## src/rtl/sramlike_axi_bridge.sv

```systemverilog
// rtl/sramlike_axi_bridge.sv - inst/data sram-like request streams to one AXI3 master, single outstanding
//
// Purpose: arbitrates the inst (read-only) and data (read/write) sram-like ports onto a single AXI3
//   master port. One AXI transaction is in flight at a time. addr_ok is driven combinationally
//   in IDLE to the granted port. data_ok is a registered one-cycle pulse to the same port.
// Configuration: define SRAMLIKE_AXI_RR_EN for round-robin arbitration. Without it, data has fixed
//   priority over inst.
// Ports:
//   clk, rst                                  clock, synchronous active-high reset
//   inst_req/size/addr -> inst_rdata/addr_ok/data_ok    inst sram-like port (reads only)
//   data_req/wr/size/addr/wdata -> data_rdata/addr_ok/data_ok   data sram-like port
//   ar*/r*/aw*/w*/b*                          AXI3 master channels (len 0, INCR, no lock/cache/prot)
module sramlike_axi_bridge #(
  parameter logic [3:0] INST_ID = 4'd0,
  parameter logic [3:0] DATA_ID = 4'd1
) (
  input  logic        clk,
  input  logic        rst,
  input  logic        inst_req,
  input  logic [1:0]  inst_size,
  input  logic [31:0] inst_addr,
  output logic [31:0] inst_rdata,
  output logic        inst_addr_ok,
  output logic        inst_data_ok,
  input  logic        data_req,
  input  logic        data_wr,
  input  logic [1:0]  data_size,
  input  logic [31:0] data_addr,
  input  logic [31:0] data_wdata,
  output logic [31:0] data_rdata,
  output logic        data_addr_ok,
  output logic        data_data_ok,
  output logic [3:0]  arid,
  output logic [31:0] araddr,
  output logic [3:0]  arlen,
  output logic [2:0]  arsize,
  output logic [1:0]  arburst,
  output logic [1:0]  arlock,
  output logic [3:0]  arcache,
  output logic [2:0]  arprot,
  output logic        arvalid,
  input  logic        arready,
  input  logic [3:0]  rid,
  input  logic [31:0] rdata,
  input  logic [1:0]  rresp,
  input  logic        rlast,
  input  logic        rvalid,
  output logic        rready,
  output logic [3:0]  awid,
  output logic [31:0] awaddr,
  output logic [3:0]  awlen,
  output logic [2:0]  awsize,
  output logic [1:0]  awburst,
  output logic [1:0]  awlock,
  output logic [3:0]  awcache,
  output logic [2:0]  awprot,
  output logic        awvalid,
  input  logic        awready,
  output logic [3:0]  wid,
  output logic [31:0] wdata,
  output logic [3:0]  wstrb,
  output logic        wlast,
  output logic        wvalid,
  input  logic        wready,
  input  logic [3:0]  bid,
  input  logic [1:0]  bresp,
  input  logic        bvalid,
  output logic        bready
);

  localparam logic [2:0] S_IDLE = 3'd0;
  localparam logic [2:0] S_AR   = 3'd1;
  localparam logic [2:0] S_R    = 3'd2;
  localparam logic [2:0] S_AW_W = 3'd3;
  localparam logic [2:0] S_B    = 3'd4;

  logic [2:0]  state;
  logic [31:0] lat_addr;
  logic [31:0] lat_wdata;
  logic [1:0]  lat_size;
  logic        lat_owner;   // 1 = data port owns the transaction
  logic        aw_done;
  logic        w_done;
  logic        in_idle;
  logic        grant_data;
  logic        grant_inst;
  logic        aw_fin;
  logic        w_fin;

  // Responses carry nothing useful with a single outstanding transaction.
  logic unused_inputs;
  assign unused_inputs = ^{rid, rresp, rlast, bid, bresp};

  assign in_idle = (state == S_IDLE) && !rst;

`ifdef SRAMLIKE_AXI_RR_EN
  logic last_data;  // 1 = data port won the most recent grant

  always_ff @(posedge clk) begin
    if (rst) begin
      last_data <= 1'b0;
    end else if (grant_data) begin
      last_data <= 1'b1;
    end else if (grant_inst) begin
      last_data <= 1'b0;
    end
  end

  assign grant_data = in_idle && data_req && (!inst_req || !last_data);
`else
  assign grant_data = in_idle && data_req;
`endif

  assign grant_inst   = in_idle && inst_req && !grant_data;
  assign inst_addr_ok = grant_inst;
  assign data_addr_ok = grant_data;

  // aw and w complete independently; *_fin means "done by the end of this cycle".
  assign aw_fin = aw_done || (awvalid && awready);
  assign w_fin  = w_done  || (wvalid && wready);

  always_ff @(posedge clk) begin
    if (rst) begin
      state        <= S_IDLE;
      lat_addr     <= 32'd0;
      lat_wdata    <= 32'd0;
      lat_size     <= 2'd0;
      lat_owner    <= 1'b0;
      aw_done      <= 1'b0;
      w_done       <= 1'b0;
      inst_rdata   <= 32'd0;
      data_rdata   <= 32'd0;
      inst_data_ok <= 1'b0;
      data_data_ok <= 1'b0;
    end else begin
      inst_data_ok <= 1'b0;
      data_data_ok <= 1'b0;
      case (state)
        S_IDLE: begin
          if (grant_data) begin
            lat_owner <= 1'b1;
            lat_addr  <= data_addr;
            lat_size  <= data_size;
            lat_wdata <= data_wdata;
            state     <= data_wr ? S_AW_W : S_AR;
          end else if (grant_inst) begin
            lat_owner <= 1'b0;
            lat_addr  <= inst_addr;
            lat_size  <= inst_size;
            lat_wdata <= 32'd0;
            state     <= S_AR;
          end
        end
        S_AR: begin
          if (arready) state <= S_R;
        end
        S_R: begin
          if (rvalid) begin
            if (lat_owner) begin
              data_rdata   <= rdata;
              data_data_ok <= 1'b1;
            end else begin
              inst_rdata   <= rdata;
              inst_data_ok <= 1'b1;
            end
            state <= S_IDLE;
          end
        end
        S_AW_W: begin
          if (aw_fin && w_fin) begin
            aw_done <= 1'b0;
            w_done  <= 1'b0;
            state   <= S_B;
          end else begin
            aw_done <= aw_fin;
            w_done  <= w_fin;
          end
        end
        S_B: begin
          if (bvalid) begin
            data_data_ok <= 1'b1;
            state        <= S_IDLE;
          end
        end
        default: state <= S_IDLE;
      endcase
    end
  end

  assign arid    = lat_owner ? DATA_ID : INST_ID;
  assign araddr  = lat_addr;
  assign arlen   = 4'd0;
  assign arsize  = {1'b0, lat_size};
  assign arburst = 2'b01;
  assign arlock  = 2'd0;
  assign arcache = 4'd0;
  assign arprot  = 3'd0;
  assign arvalid = (state == S_AR);
  assign rready  = (state == S_R);

  assign awid    = DATA_ID;
  assign awaddr  = lat_addr;
  assign awlen   = 4'd0;
  assign awsize  = {1'b0, lat_size};
  assign awburst = 2'b01;
  assign awlock  = 2'd0;
  assign awcache = 4'd0;
  assign awprot  = 3'd0;
  assign awvalid = (state == S_AW_W) && !aw_done;

  assign wid     = DATA_ID;
  assign wdata   = lat_wdata;
  assign wlast   = 1'b1;
  assign wvalid  = (state == S_AW_W) && !w_done;
  assign bready  = (state == S_B);

  always_comb begin
    wstrb = 4'b1111;
    case (lat_size)
      2'b00:   wstrb = 4'b0001 << lat_addr[1:0];
      2'b01:   wstrb = 4'b0011 << lat_addr[1:0];
      default: wstrb = 4'b1111;
    endcase
  end

endmodule

```

## config.mk

```make
export PLATFORM = sky130hd
export DESIGN_NAME = sramlike_axi_bridge
export DESIGN_NICKNAME = d
export VERILOG_FILES = /design/src/rtl/sramlike_axi_bridge.sv
export SDC_FILE = /design/constraint.sdc
export NUM_CORES = 1
export LEC_CHECK = 0
export BUFFER_PORTS_ARGS = -buffer_cell sky130_fd_sc_hd__buf_2
export CELL_PAD_IN_SITES_DETAIL_PLACEMENT = 1
export CELL_PAD_IN_SITES_GLOBAL_PLACEMENT = 1
export CORE_ASPECT_RATIO = 1.5
export CORE_MARGIN = 4
export CORE_UTILIZATION = 24
export DETAILED_ROUTE_END_ITERATION = 16
export PLACE_DENSITY_LB_ADDON = 0.1
export REMOVE_ABC_BUFFERS = 1
export SLEW_MARGIN = 20
export SYNTH_ARGS = -nofsm -noshare
export SYNTH_HDL_FRONTEND = slang
export SYNTH_SLANG_ARGS = --single-unit
```

## constraint.sdc

```tcl
create_clock -name clk -period 2.5 [get_ports clk]
set_input_delay 0.125 -clock clk [delete_from_list [all_inputs] [get_ports clk]]
set_output_delay 0.125 -clock clk [all_outputs]
set_load 0.02 [all_outputs]
```

* Word-level counts from Yosys, hierarchy flattened
Cells that the tools add are included.
Operators by class: eq/ne operators 10, shifts and indexed selects 2, multiplexer cells 25, bitwise operators 3, reduce and logical (&&, ||, !) cells 23
Operators by type and width (count):
- 32-bit 2-to-1 mux | 4
- 3-bit 2-to-1 mux | 6
- 3-bit one-hot mux with 5 select lines | 1
- 1-bit logical AND | 9
- 1-bit 2-to-1 mux | 9
- 4-bit one-hot mux with 2 select lines | 1
- 3-bit by 2-bit == test with 1-bit output (second input constant) | 2
- 2-bit 2-to-1 mux | 3
- 2-bit != test (second input constant) | 3
- 3-bit AND reduction | 2
- 5-bit AND reduction | 1
- 1-bit zero test | 4
- 1-bit by 2-bit left shift with 4-bit output (first input constant) | 1
- 2-bit by 2-bit left shift with 4-bit output (first input constant) | 1
- 3-bit by 1-bit == test with 1-bit output (second input constant) | 1
- 3-bit == test (second input constant) | 1
- 3-bit zero test | 1
- 3-bit != test (second input constant) | 1
- 1-bit inverter | 3
- 3-bit OR reduction | 1
- 2-bit by 1-bit == test with 1-bit output (second input constant) | 1
- 2-bit zero test | 1
- 1-bit logical OR | 2
- 2-bit by 1-bit != test with 1-bit output (second input constant) | 1
- 3 further kinds | 3
Word-level totals: flip-flop bits (word level) 138, bits of input ports 155, output and inout bits 222, logic and storage cells 74

* Depth between registers and ports, before layout
depth after elaboration 8, mapped depth 6, gate-level depth less buffers 4

* Least setup slack after synthesis
No wires, ideal clock.
path kind register to register, from reg state[2], to reg inst_rdata[0], library setup time 132 ps, data arrival time 1407 ps, data required time 2368 ps, slack 961 ps, cell stages (with the launch flop) 7, path buffers 2, period minus slack after synthesis 1539 ps, path through dfxtp_1 nand2b_1 or4b_1 buf_2 buf_6 nand2_1 a21oi_1
Between the ends: cells in the longest elaborated chain, start to end 2
RTL lines:
- start, declared | RTL line 77 | logic [2:0] state;
- start signal, assigned | RTL line 145 | state <= data_wr ? S_AW_W : S_AR;
- 3-bit by 2-bit == test with 1-bit output | RTL line 138 | case (state)
- 3-bit AND reduction (no line)
- end signal, assigned | RTL line 163 | inst_rdata <= rdata;
- end, declared | RTL line 22 | output logic [31:0] inst_rdata,
No other way between the ends. A chain may end at the register's enable or synchronous reset.

* Final worst setup path
from reg state[1], to reg lat_size[0]
Between the ends: cells in the longest elaborated chain, start to end 7, elaborated cells on any way between the ends 9, classes of those cells 1 x mux; 8 x reduce/logical
RTL lines:
- 3-bit zero test (*) | RTL line 94, 138
- 1-bit logical AND | RTL line 94 | assign in_idle = (state == S_IDLE) && !rst;
- 1-bit logical AND | RTL line 111 | assign grant_data = in_idle && data_req;
- 1-bit zero test | RTL line 114 | assign grant_inst = in_idle && inst_req && !grant_data;
- 1-bit logical AND | RTL line 114
- 2-bit nonzero test (no line)
- 2-bit AND reduction (no line)
- end signal, assigned | RTL line 143 | lat_size <= data_size;
- end signal, assigned | RTL line 149 | lat_size <= inst_size;
- end, declared | RTL line 80 | logic [1:0] lat_size;
Every way passes the cells marked *; elsewhere a longest branch is shown, timed or not.

==> flow_summary.json <==
{
  "die_h_microns": 195,
  "ys.warnings.count": 0,
  "worstSetupPathType": "flip-flop to flip-flop",
  "fin_ws_ns": 0.194,
  "synth_cell_type_count": 31,
  "vias_per_cell": 4.41,
  "dp_hpwl_microns": 15200,
  "std_cell_rows": 68,
  "p_leak_uw": 0.00425,
  "synthesis.area_sq_um": 5600,
  "pre_cts_slack_ns": 0.682,
  "end_kind": "flip-flop",
  "maxSlewViolCount": 0,
  "start_util": 0.244,
  "grt_pass1_vias": 6552,
  "worstSkewPairLatency_ns": 0.43,
  "hold_viol": 0,
  "setup_viol": 0,
  "ios": 377,
  "clockBufferDepth": 2,
  "skew_ns": 0.00588,
  "synth_enable_flop_cells": 0,
  "wl_met2_microns": 11600,
  "grt-ovfl-total": 0,
  "regArea_sq_um": 2760,
  "synth_area_leader_cell": "dfxtp_1",
  "clk_pin_slew_ns": 0.06,
  "gp_congestion": 0.727,
  "multi_input_area_sq_um": 2180,
  "top_layer_used": "met5",
  "synth_seq_cells": 138,
  "path_depth": 6,
  "status": "finished clean",
  "dieArea_sq_um": 25900,
  "port_buffers": 319,
  "fin_nets": 1241,
  "cts.sinks": 138,
  "wl_met3_microns": 1410,
  "path_delay_family": "buffers and inverters",
  "cp-start-kind": "flip-flop",
  "drtPass1Iterations": 4,
  "seq_area_frac_synth": 0.494,
  "crit_arrival_ns": 2.67,
  "die_w_microns": 133,
  "holdCritPathClass": "input pin to flip-flop",
  "wirelength_met1_microns": 8760,
  "grt.total_usage": 0.173,
  "finalCritPeriodShare": 0.922,
  "drt-wirelength-per-cell_microns": 16.2,
  "finalCriticalPeriod_ns": 2.31,
  "drive_above_1_share": 0.333,
  "fillers": 2853,
  "numCtsBuffers": 17,
  "cap_violations": 0,
  "async_flop_share": 0,
  "path_max_fanout": 34,
  "critical_path.max_stage_delay_ns": 0.58,
  "final_antenna_net_count": 0,
  "totalWireLength_microns": 22400,
  "root_buffer": "clkbuf_16",
  "crit_buf_inv": 2,
  "postCtsSetupRepairBufs": 0,
  "postSynthAreaPerCell_sq_um": 8.17,
  "synth_flop_cell": "dfxtp_1",
  "grt_antenna_before_repair": 6,
  "area_growth_pct": 59.8,
  "critPathRequiredTime_ns": 2.87,
  "crit_start": "state[1]",
  "synthCells": 685,
  "max_slew.worst_pin.slew_ns": 0.611,
  "ir_drop_mv": 0.481,
  "final_cell_mix": "buf_2, dfxtp_1, nand2_1",
  "drt_iter0_markers": 167,
  "slowest_stage": "dlygate4sd3_1",
  "grt_max_degree": 54,
  "netlist.area_leader.share": 0.494,
  "htree_levels": 4,
  "grt_pass1_wl_microns": 35600,
  "drcViolationCount": 0,
  "mostFrequentLayoutCell": "buf_2",
  "setup_tns_ns": 0,
  "power_density_nw_per_um2": 722,
  "slew_headroom": 0.593,
  "reg2reg_slack_ns": 0.19,
  "place_inst": 1214,
  "synthTopCellsByArea": "dfxtp_1, buf_4, nand2_1",
  "stdcell_count": 1382,
  "crit_chain": "nor4_1 > o21a_1 > buf_6 > o22ai_1 > nor3_1 > dlygate4sd3_1",
  "r2r.worst_path.cells": 6,
  "r2r_start": "state[1]",
  "crit_path_end": "lat_size[0]",
  "timing.fmax_mhz": 434,
  "coreArea_sq_um": 23000,
  "cts_tree": "yes",
  "r2r_end": "lat_size[0]",
  "dr_total_vias": 6089
}
[metal layers]
metal / GRT usage / vias up
met5: 0 / -
met4: 0.0713 / 6
met3: 0.0541 / 45
met2: 0.313 / 214
met1: 0.187 / 2841
li1: - / 2983
[synthesized netlist by cell type, types with 2 or more instances]
cell      count
dfxtp_1     138
o21ai_0       3
a22oi_1      32
and2_1        2
a21oi_1      71
nor3_1       39
nand2b_1      4
buf_6         3
conb_1        2
buf_4        82
nor2_1       78
clkbuf_1     29
buf_2        12
o21bai_1      3
inv_1         2
o22ai_1      35
nand2_1     136
[where the power goes]
group | switching [uW] | internal [uW]
combinational | 839 | 590
sequential | 107 | 2330
clock | 1010 | 1570
[worst min-delay path by stage]
stage              startpoint  depth (start not counted)  slack (ns)      endpoint
2_1_floorplan             rst                          1        0.19  data_data_ok
3_3_place_gp   data_wdata[27]                          3        0.37     wdata[27]
3_5_place_dp    data_wdata[3]                          3        0.38      wdata[3]
4_1_cts          data_addr[3]                          3       0.006     araddr[3]
5_1_grt               awready                          3        0.03       aw_done
6_report         data_addr[3]                          3        0.02     araddr[3]
[cell families (layout without fill, tap and decap cells)]
logic type      Yosys count  count (layout)  share of synthesized area
compound gates          147             147                      0.156
flops                   138             138                      0.494
simple gates            270             270                      0.201
other cells               2              47                    0.00134
buf+inv                 128             500                      0.148
[state kept, by name (all words and copies together) (netlist names)]
register / count
state: 3
w_done: 1
araddr: 32
lat_size: 2
data_data_ok: 1
wdata: 32
aw_done: 1
inst_rdata: 32
lat_owner: 1
inst_data_ok: 1
data_rdata: 32
[cell type report]
| cell class | instances | area share |
|---|---|---|
| Sequential cell | 138 | 0.309 |
| Clock buffer | 22 | 0.0541 |
| Antenna cell | 3 | 0.000839 |
| Timing Repair Buffer | 466 | 0.340 |
| Clock inverter | 10 | 0.0129 |
| Inverter | 2 | 0.000839 |
| Tap cell | 280 | 0.0392 |
| Multi-Input combinational cell | 461 | 0.244 |
[metrics by stage]
stage / hold WS (ns) / util / power [uW] / cell area [sq um]
6_report: 0.0185 / 0.389 / 6460 / 8940
5_1_grt: 0.0269 / 0.389 / 6800 / 8940
4_1_cts: 0.00558 / 0.389 / 6550 / 8930
3_5_place_dp: 0.384 / 0.305 / 3710 / 7000
3_3_place_gp: 0.375 / 0.305 / 3710 / 7000
2_1_floorplan: 0.194 / - / 3150 / 4940
[tightest hold or removal path, stage by stage]
cell and delay, ns:
buf_2 0.09, o22ai_1 0.11, nor3_1 0.06
[timing repair]
action | CTS | global route
gates resized for setup | 0 | 1
endpoints found under the hold margin | 134 | 0
hold buffers | 133 | 0
endpoints found under the setup margin | 0 | 18
Note: power is estimated with default switching activity, not from simulation.
